## config.mk

```make
export PLATFORM = sky130hd
export DESIGN_NAME = masked_count_decoder
export DESIGN_NICKNAME = d
export VERILOG_FILES = /design/src/rtl/masked_count_decoder.sv
export SDC_FILE = /design/constraint.sdc
export NUM_CORES = 1
export LEC_CHECK = 0
export BUFFER_PORTS_ARGS = -buffer_cell sky130_fd_sc_hd__buf_2
export CAP_MARGIN = 40
export CORE_AREA = 2 2 52 91
export CTS_CLUSTER_DIAMETER = 30
export DETAILED_ROUTE_END_ITERATION = 12
export DIE_AREA = 0 0 54 93
export PLACE_DENSITY_LB_ADDON = 0.15
export SYNTH_ARGS = -nofsm -noshare
export SYNTH_HDL_FRONTEND = slang
export SYNTH_SLANG_ARGS = --single-unit
```

## constraint.sdc

```tcl
create_clock -name clk -period 2.8 [get_ports clk]
set_clock_uncertainty 0.2 [all_clocks]
set_input_delay 0.28 -clock clk [delete_from_list [all_inputs] [get_ports clk]]
set_output_delay 0.28 -clock clk [all_outputs]
set_load 0.03 [all_outputs]
```

## src/rtl/masked_count_decoder.sv

```systemverilog
// masked_count_decoder
// Rebuilds a full-width running count from a stream that carries only its
// low IN_W bits. Upper bits are regenerated by counting wrap-arounds of the
// low field. The decoder locks after two consecutive in-sequence samples and
// reports sequence breaks while locked through a pulse and a saturating counter.
module masked_count_decoder #(
    parameter int IN_W  = 3,
    parameter int EXT_W = 4,
    parameter int ERR_W = 8
) (
    input  logic             clk,
    input  logic             rst,
    input  logic             in_valid,
    input  logic [IN_W-1:0]  in_data,
    output logic             out_valid,
    output logic [EXT_W-1:0] out_data,
    output logic             locked,
    output logic             seq_err,
    output logic [ERR_W-1:0] err_count
);

    localparam int HI_W = EXT_W - IN_W;

    typedef enum logic [1:0] {
        SEARCH = 2'b00,
        CHECK  = 2'b01,
        LOCKED = 2'b10
    } state_t;

    state_t            state_r;
    state_t            state_nx_s;
    logic [IN_W-1:0]   prev_r;
    logic [IN_W-1:0]   prev_nx_s;
    logic [HI_W-1:0]   hi_r;
    logic [HI_W-1:0]   hi_nx_s;
    logic              out_valid_r;
    logic              out_valid_nx_s;
    logic [EXT_W-1:0]  out_data_r;
    logic [EXT_W-1:0]  out_data_nx_s;
    logic              locked_r;
    logic              locked_nx_s;
    logic              seq_err_r;
    logic              seq_err_nx_s;
    logic [ERR_W-1:0]  err_count_r;
    logic [ERR_W-1:0]  err_count_nx_s;

    logic [IN_W-1:0]   exp_s;
    logic              match_s;
    logic              wrap_s;
    logic [HI_W-1:0]   hi_wrap_s;

    // Expected next sample, wrap detection and the upper bits after a wrap
    always_comb begin
        exp_s   = prev_r + IN_W'(1);
        match_s = (in_data == exp_s);
        wrap_s  = (in_data == {IN_W{1'b0}}) && (prev_r == {IN_W{1'b1}});
        if (wrap_s) begin
            hi_wrap_s = hi_r + HI_W'(1);
        end else begin
            hi_wrap_s = hi_r;
        end
    end

    // Next-state and next-output logic; everything holds when no sample arrives
    always_comb begin
        state_nx_s     = state_r;
        prev_nx_s      = prev_r;
        hi_nx_s        = hi_r;
        out_valid_nx_s = 1'b0;
        out_data_nx_s  = out_data_r;
        locked_nx_s    = locked_r;
        seq_err_nx_s   = 1'b0;
        err_count_nx_s = err_count_r;
        if (in_valid) begin
            prev_nx_s = in_data;
            case (state_r)
                SEARCH: begin
                    state_nx_s = CHECK;
                end
                CHECK: begin
                    if (match_s) begin
                        state_nx_s     = LOCKED;
                        hi_nx_s        = hi_wrap_s;
                        out_valid_nx_s = 1'b1;
                        out_data_nx_s  = {hi_wrap_s, in_data};
                        locked_nx_s    = 1'b1;
                    end else begin
                        state_nx_s = CHECK;
                    end
                end
                LOCKED: begin
                    if (match_s) begin
                        state_nx_s     = LOCKED;
                        hi_nx_s        = hi_wrap_s;
                        out_valid_nx_s = 1'b1;
                        out_data_nx_s  = {hi_wrap_s, in_data};
                    end else begin
                        state_nx_s   = CHECK;
                        locked_nx_s  = 1'b0;
                        seq_err_nx_s = 1'b1;
                        if (err_count_r != {ERR_W{1'b1}}) begin
                            err_count_nx_s = err_count_r + ERR_W'(1);
                        end else begin
                            err_count_nx_s = err_count_r;
                        end
                    end
                end
                default: begin
                    state_nx_s  = SEARCH;
                    locked_nx_s = 1'b0;
                end
            endcase
        end else begin
            state_nx_s = state_r;
        end
    end

    // State and output registers with synchronous reset taking priority
    always_ff @(posedge clk) begin
        if (rst) begin
            state_r     <= SEARCH;
            prev_r      <= {IN_W{1'b0}};
            hi_r        <= {HI_W{1'b0}};
            out_valid_r <= 1'b0;
            out_data_r  <= {EXT_W{1'b0}};
            locked_r    <= 1'b0;
            seq_err_r   <= 1'b0;
            err_count_r <= {ERR_W{1'b0}};
        end else begin
            state_r     <= state_nx_s;
            prev_r      <= prev_nx_s;
            hi_r        <= hi_nx_s;
            out_valid_r <= out_valid_nx_s;
            out_data_r  <= out_data_nx_s;
            locked_r    <= locked_nx_s;
            seq_err_r   <= seq_err_nx_s;
            err_count_r <= err_count_nx_s;
        end
    end

    assign out_valid = out_valid_r;
    assign out_data  = out_data_r;
    assign locked    = locked_r;
    assign seq_err   = seq_err_r;
    assign err_count = err_count_r;

endmodule

```

# After elaboration in Yosys (flattened, before gate mapping)
# Cells that the tools add are included.
# word_totals
ff_bits	21
latchBits	0
mem_bits_rw	0
romBits	0
output_inout_bits	15
word_cells	40
n_memories	0
# op_classes
add_sub_neg	3
mul	0
div	0
order_cmp	0
eq_ne	7
shifts	0
n_mux	8
n_bitwise	5
n_reduce_logical	9
# ops
cell	count
adder 8 x 1 -> 8 bit (second input constant)	1
inequality test 8 bit (second input constant)	1
AND reduction 4 bit	2
OR reduction 3 bit	2
two-way mux 1 bit	5
NOT 1 bit	5
inequality test 2 bit (second input constant)	2
one-hot mux 2 bit (2 select lines)	1
adder 3 x 1 -> 3 bit (second input constant)	1
== test 3 bit	1
== test 3 bit (second input constant)	1
logical NOT 3 bit	1
one-hot mux 1 bit (3 select lines)	1
AND reduction 3 bit	1
== test 2 x 1 -> 1 bit (second input constant)	1
== test 2 bit (second input constant)	1
logical NOT 2 bit	1
two-way mux 2 bit	1
OR reduction 2 bit	1
adder 1 bit (second input constant)	1
logical AND 1 bit	1

# Logic depth before layout (Yosys ltp)
# Gate-level depths: netlist of run 1.
# logic_depth
depth_word	4
ltp_mapped	7

# Worst setup path after synthesis of run 1
# OpenSTA, ideal clock, no wires.
# synth_timing
kind	reg-to-reg
from	register prev_r[0]
to	register err_count_r[7], in the netlist err_count[7]
setup_time_ns	0.121
t_arrival_ns	1.929
setup_slack_ns	0.550
stages_incl_launch_ff	8
synth_period_minus_slack_ns	2.250
path_cell_list	dfxtp_1 ha_1 ha_1 xor2_1 o311ai_2 buf_4 nor3b_1 mux2_2
# synth_between
elab_chain_cells	4
# synth_lines
item	line_no	text
from (decl)	32	logic [IN_W-1:0] prev_r;
from (signal assigned)	122	prev_r <= {IN_W{1'b0}};
from (signal assigned)	131	prev_r <= prev_nx_s;
adder 3 x 1 -> 3 bit	54	exp_s = prev_r + IN_W'(1);
== test 3 bit	55	match_s = (in_data == exp_s);
NOT 1 bit (no line)	-	
AND reduction 4 bit (no line)	-	
to (signal assigned)	128	err_count_r <= {ERR_W{1'b0}};
to (signal assigned)	137	err_count_r <= err_count_nx_s;
to (decl)	44	logic [ERR_W-1:0] err_count_r;
# No other way between the ends.
# A chain may end at the register's enable or synchronous reset.

# Worst setup path after layout of run 1
# layout_timing
from	register prev_r[0]
to	register err_count_r[5], in the netlist err_count[5]
# Same word-level chain as after synthesis.

==> results of run 1 <==
-- registers in the layout, summed over array words and instances (netlist names) --
signal,flops
err_count,8
hi_r,1
locked,1
out_data,3
out_valid,1
prev_r,3
seq_err,1
state_r,2
-- worst min-delay path: stages --
cell and delay, ps:
buf_2 120, mux2i_1 70, nor2_1 70
-- power groups by stage --
stage | clock, uW | sequential, uW | combinational [uW]
2_1_floorplan | 0 | 301 | 33.5
3_3_place_gp | 0 | 300 | 47.5
3_5_place_dp | 0 | 300 | 50.0
4_1_cts | 197 | 294 | 50.3
5_1_grt | 208 | 294 | 55.4
6_report | 185 | 294 | 48.9
-- metal layers --
layer	share of wire	global-route usage	vias up
li1	-	-	425
met1	0.44	0.111	395
met4	0.014	0.0563	0
met2	0.51	0.173	11
met3	0.031	0.0192	2
met5	0	0	-
-- synth_stat cells (all sizes together) (2+ instances only) --
master	count
a21oi	5
buf	5
dfxtp	20
ha	7
inv	5
mux2	2
mux2i	7
nand2	7
nand2b	2
nand3	3
nor2	14
nor2b	3
nor3	3
nor3b	2
nor4	3
o21ai	3
o311ai	2
o31ai	2
or3	2
or4	3
xor2	2
-- cell families (layout without fill, tap and decap cells) --
kind of cell | count (synthesis) | in the layout | synth area share
compound gates | 17 | 17 | 0.119
buf+inv | 11 | 28 | 0.0557
flops | 20 | 20 | 0.388
fa+ha+maj | 7 | 7 | 0.0848
xor+xnor | 3 | 3 | 0.0255
mux | 9 | 9 | 0.0897
simple gates | 44 | 44 | 0.238
-- cells in the final DEF, fill, tap and decap left out --
cell / n
nor3_2: 1
o21ai_0: 3
xor2_1: 2
nand3_1: 3
nor4_4: 1
xnor2_1: 1
inv_1: 5
nand2b_1: 2
a21oi_1: 5
nor3_1: 2
mux2i_1: 7
o41ai_1: 1
dfxtp_1: 20
o31ai_1: 2
o31a_2: 1
ha_1: 7
clkbuf_8: 3
or4b_2: 1
o311ai_0: 1
nand2_1: 7
nor2b_1: 3
a211oi_1: 1
or4_1: 3
o311ai_2: 1
a2111oi_0: 1
o21bai_1: 1
nor3b_1: 2
nor4_1: 2
mux2_2: 2
or3_1: 2
buf_2: 20
nor2_1: 14
and2_1: 1
-- worst paths after layout --
| check | from | to | slack [ps] | cells after the start |
|---|---|---|---|---|
| max reg2reg | prev_r[0] | err_count[5] | 230 | 6 |
| min reg2reg | locked | locked | 300 | 2 |
| max | prev_r[0] | err_count[5] | 230 | 6 |
| min | in_data[1] | out_data[1] | 130 | 3 |
-- final cells by class --
cell class | instances | area (um^2) | share of cell area
multi-input cells | 80 | 574 | 0.479
flip-flops and latches | 20 | 400 | 0.334
repair buffers | 20 | 100 | 0.0835
well taps | 51 | 63.8 | 0.0532
clock buffers | 3 | 41.3 | 0.0344
inverters | 5 | 18.8 | 0.0157
-- through the flow --
step           area [um^2]   util  power (uW)  hold WS, ps  std cells
6_report              1200  0.277         528          134        179
5_1_grt               1200  0.277         558          140        179
4_1_cts               1200  0.277         541          137        179
3_5_place_dp          1160  0.268         350          290        176
3_3_place_gp          1160  0.268         347          274        176
2_1_floorplan         1030      -         335          224        111
==> impl_metrics.yaml, run 1 <==
outcome:
  status: "finished, final reports clean"
sta:
  tns_ps: 0
  worst_pin_slew_ps: 896
  rsz0062_at_grt: "false"
  finalCriticalPeriod_ps: 2570
  fin_crit_sh: 0.919
  slew_violations: 0
  maxSlewHeadroom: 0.402
  final_hold_viol_count: 0
  setup_viol: 0
  layout_setup_ws_ps: 228
  max_freq_ghz: 0.389
synth:
  netlist_top_cells_area: "dfxtp_1 (39%), ha_1 (8.5%), mux2i_1 (6.8%)"
  ys_types: 36
  ys_warn_count: 0
  synth_top_area_share: 0.388
  yosysSeqAreaShare: 0.388
  synth.largest_area_cell: "dfxtp_1"
  synth-async-reset-ratio: 0
  synth_edf_count: 0
  syn_avg_cell_area_um2: 9.30
  synthFlopType: "dfxtp_1"
  syn_nets: 124
  synth_area_um2: 1030
  netlist_instances: 111
  synth_seq_cells: 20
worst_setup_path:
  worstPathBufferInverterCount: 0
  required_ps: 2750
  path_class: "reg -> reg"
  arrival_ps: 2520
  cp_slowest_cell: "o311ai_2"
  critPathMaxFanout: 14
  critPathTopFamily: "compound AO/OA/AOI/OAI gates"
  crit_path_start_kind: "flip-flop"
  cp-end-kind: "flip-flop"
  slowest_delay_ps: 810
  worstPathCellList: "ha_1 > ha_1 > xor2_1 > o311ai_2 > nor4_1 > mux2_2"
  cpMostUsedCell: "ha_1"
route:
  post_drt_via_cell_ratio: 4.65
  first_pass_iters: 3
  drc: 0
  drt_wl_total_um: 2240
  vias: 833
  postRouteAntennaNets: 0
  drt-initial-drc-count: 13
  wire_per_inst_um: 12.5
floorplanning:
  die_h_um: 93
  die_area_um2: 5020
  rows: 32
  die_w_um: 54
  io_pins: 21
  start_util: 0.239
  core_um2: 4320
finish:
  layout-drive-gt1-share: 0.234
  antennaDiodeCount: 0
  final_nets: 143
  fillers: 505
  area_delta_synth_final_pct: 16.1
clock_network:
  cts_max_level: 1
  cts_inserted_buffers: 3
  cts_hold_repair.buffers: 0
  insertion_delay_ps: 250
  postCtsSetupRepairBufs: 0
  cts_sinks: 20
  cts_resized: 0
  cts_root_buffer: "clkbuf_8"
  path_clk_slew_ps: 70
  cts_tree: "yes"
  clock_path_buffers: 2
pwr:
  p_per_area_nw_per_um2: 440
  combPwrFrac: 0.093
  p_seq_frac: 0.556
  power.switching_uw: 125
  p_leak_uw: 0.000497
  peakVddDrop_v: 0.000203
  p_int_uw: 403
  p_sw_frac: 0.237
  clkPwrFrac: 0.351
grt:
  grt_pass1_wl_um: 3760
  grt_usage: 0.101
  overflow: 0
  antenna_found_initial: 0
  grt_max_degree: 23
  grt_pass1_vias: 830
place:
  gp_congestion: 0.708
  portBuffers: 20
  hpwl_um: 1670
  pre_cts_ws_ps: 241
run:
  maxCapViolations: 0
min_path:
  hold_path.class: "in -> reg"
No activity file was read; power rests on OpenSTA's default activity.
==> run 2: changes to the inputs <==
--- a/config.mk
+++ b/config.mk
@@ -5,12 +5,13 @@
 export SDC_FILE = /design/constraint.sdc
 export NUM_CORES = 1
 export LEC_CHECK = 0
-export BUFFER_PORTS_ARGS = -buffer_cell sky130_fd_sc_hd__buf_2
 export CAP_MARGIN = 40
-export CORE_AREA = 2 2 52 91
+export CORE_AREA = 2 2 68 70
+export CTS_BUF_LIST = sky130_fd_sc_hd__clkbuf_8
 export CTS_CLUSTER_DIAMETER = 30
 export DETAILED_ROUTE_END_ITERATION = 12
-export DIE_AREA = 0 0 54 93
+export DIE_AREA = 0 0 70 72
+export DONT_BUFFER_PORTS = 1
 export PLACE_DENSITY_LB_ADDON = 0.15
 export SYNTH_ARGS = -nofsm -noshare
 export SYNTH_HDL_FRONTEND = slang
==> run 2 against run 1 <==
  * Clock-buffer cell count stayed put
  * Hold slack worse by 120 ps
  * Critical path depth unchanged
  * Maximum frequency barely moved
  * Non-clock buffer count down 14
  * First-iteration DRC count rose by 85%
  * Design area down 3.4%
  * Register-to-register slack about the same
  * Die area up 0.36%
  * Power grew 0.21%
  * Via count fell by 7.1%
  * Largest cell class unchanged
==> impl_metrics.yaml, run 2 (same netlist as run 1, synthesis figures left out) <==
outcome:
  status: "finished, final reports clean"
pwr:
  combPwrFrac: 0.081
  power.switching_uw: 125
  clkPwrFrac: 0.360
  p_sw_frac: 0.235
  p_seq_frac: 0.559
  p_leak_uw: 0.000420
  peakVddDrop_v: 0.000118
  p_int_uw: 405
  p_per_area_nw_per_um2: 457
  power_uw: 529
route:
  drc: 0
  wire_per_inst_um: 13.4
  first_pass_iters: 4
  drt-initial-drc-count: 24
  drt_wl_total_um: 2230
  postRouteAntennaNets: 0
  vias: 774
  post_drt_via_cell_ratio: 4.66
worst_setup_path:
  slowest_delay_ps: 790
  worstPathBufferInverterCount: 0
  cpMostUsedCell: "ha_1"
  r2r_slack_ps: 230
  cp_slowest_cell: "o311ai_2"
  worstPathCellList: "ha_1 > ha_1 > xor2_1 > o311ai_2 > nor4_1 > mux2_2"
  arrival_ps: 2520
  critPathTopFamily: "compound AO/OA/AOI/OAI gates"
  path_class: "reg -> reg"
  r2r-start: "prev_r[0]"
  required_ps: 2750
  crit_path_start_kind: "flip-flop"
  worstSetupStartpoint: "prev_r[0]"
  cp-end-kind: "flip-flop"
  critPathMaxFanout: 14
sta:
  setup_viol: 0
  rsz0062_at_grt: "false"
  hold_ws_ps: 9.85
  tns_ps: 0
  final_hold_viol_count: 0
  maxSlewHeadroom: 0.421
  slew_violations: 0
  fin_crit_sh: 0.919
  max_freq_ghz: 0.389
  finalCriticalPeriod_ps: 2570
  worst_pin_slew_ps: 867
floorplanning:
  die_w_um: 70
  start_util: 0.242
  core_um2: 4260
  die_area_um2: 5040
  io_pins: 21
  die_h_um: 72
  rows: 24
finish:
  largest_reg_flops: 8
  final_common_cell: "dfxtp_1"
  antennaDiodeCount: 0
  layout_common_cells: "dfxtp_1 (20), nor2_1 (14), nand2_1 (7), mux2i_1 (7), ha_1 (7)"
  area_delta_synth_final_pct: 12.1
  fin_cells: 166
  final_nets: 129
  layout-drive-gt1-share: 0.0965
  final_cell_area_um2: 1160
grt:
  grt_pass1_vias: 789
  grt_usage: 0.0910
  grt_max_degree: 17
  antenna_found_initial: 0
  grt_pass1_wl_um: 3660
  overflow: 0
place:
  hpwl_um: 1490
  place_area_um2: 1070
  gp_congestion: 0.720
  portBuffers: 0
  dp_cells: 158
clock_network:
  cts_inserted_buffers: 3
  clock_path_buffers: 2
  cts_tree: "yes"
  cts_root_buffer: "clkbuf_8"
  cts_max_level: 1
  insertion_delay_ps: 260
  path_clk_slew_ps: 70
  cts_sinks: 20
run:
  maxCapViolations: 0
min_path:
  hold_path.class: "in -> reg"
  worstHoldStart: "in_valid"
## run 2: power by group through the flow
stage | sequential, uW | clock, uW | combinational [uW]
2_1_floorplan | 301 | 0 | 33.5
3_3_place_gp | 302 | 0 | 31.7
3_5_place_dp | 303 | 0 | 32.1
4_1_cts | 296 | 201 | 43.9
5_1_grt | 296 | 208 | 49.3
6_report | 296 | 190 | 43.0
## run 2: worst register-to-register path, cell delays in order, from the launching register on
cell and delay, ps:
dfxtp_1 340, ha_1 210, ha_1 280, xor2_1 190, o311ai_2 790, nor4_1 140, mux2_2 300
## run 2: timing repair
item / CTS / global route
endpoints found under the hold margin: 16 / 0
endpoints found under the setup margin: 0 / 0
setup buffers: 0 / 0
gates resized for setup: 0 / 0
hold buffers: 5 / 0
## run 2: layout make-up
| class | count | area, um^2 |
|---|---|---|
| timing repair buffer | 6 | 57.6 |
| sequential | 20 | 400 |
| multi-input combinational | 80 | 574 |
| clock buffer | 3 | 41.3 |
| inverter | 5 | 18.8 |
| fill | 463 | 3110 |
| tap | 52 | 65.1 |
## run 2: final timing paths
check                                    end  cells after the start
worst max-delay path            err_count[5]                      6
worst min-delay path              state_r[0]                      2
worst max register to register  err_count[5]                      6
worst min register to register     prev_r[1]                      2
## run 2: per-layer routing
metal  global-route usage  vias up  wire, um
met4               0.0385        0        41
met3               0.0278        5        81
met2                0.156       10      1060
met1                0.106      357      1040
li1                     -      402         -
met5                    0        -         0
## run 2: per-stage QoR
step                      utilization  setup WS, ps
after floorplan                     -           550
after global placement          0.250           306
after detailed placement        0.250           242
after CTS                       0.271           220
after global routing            0.271          53.1
final                           0.271           228
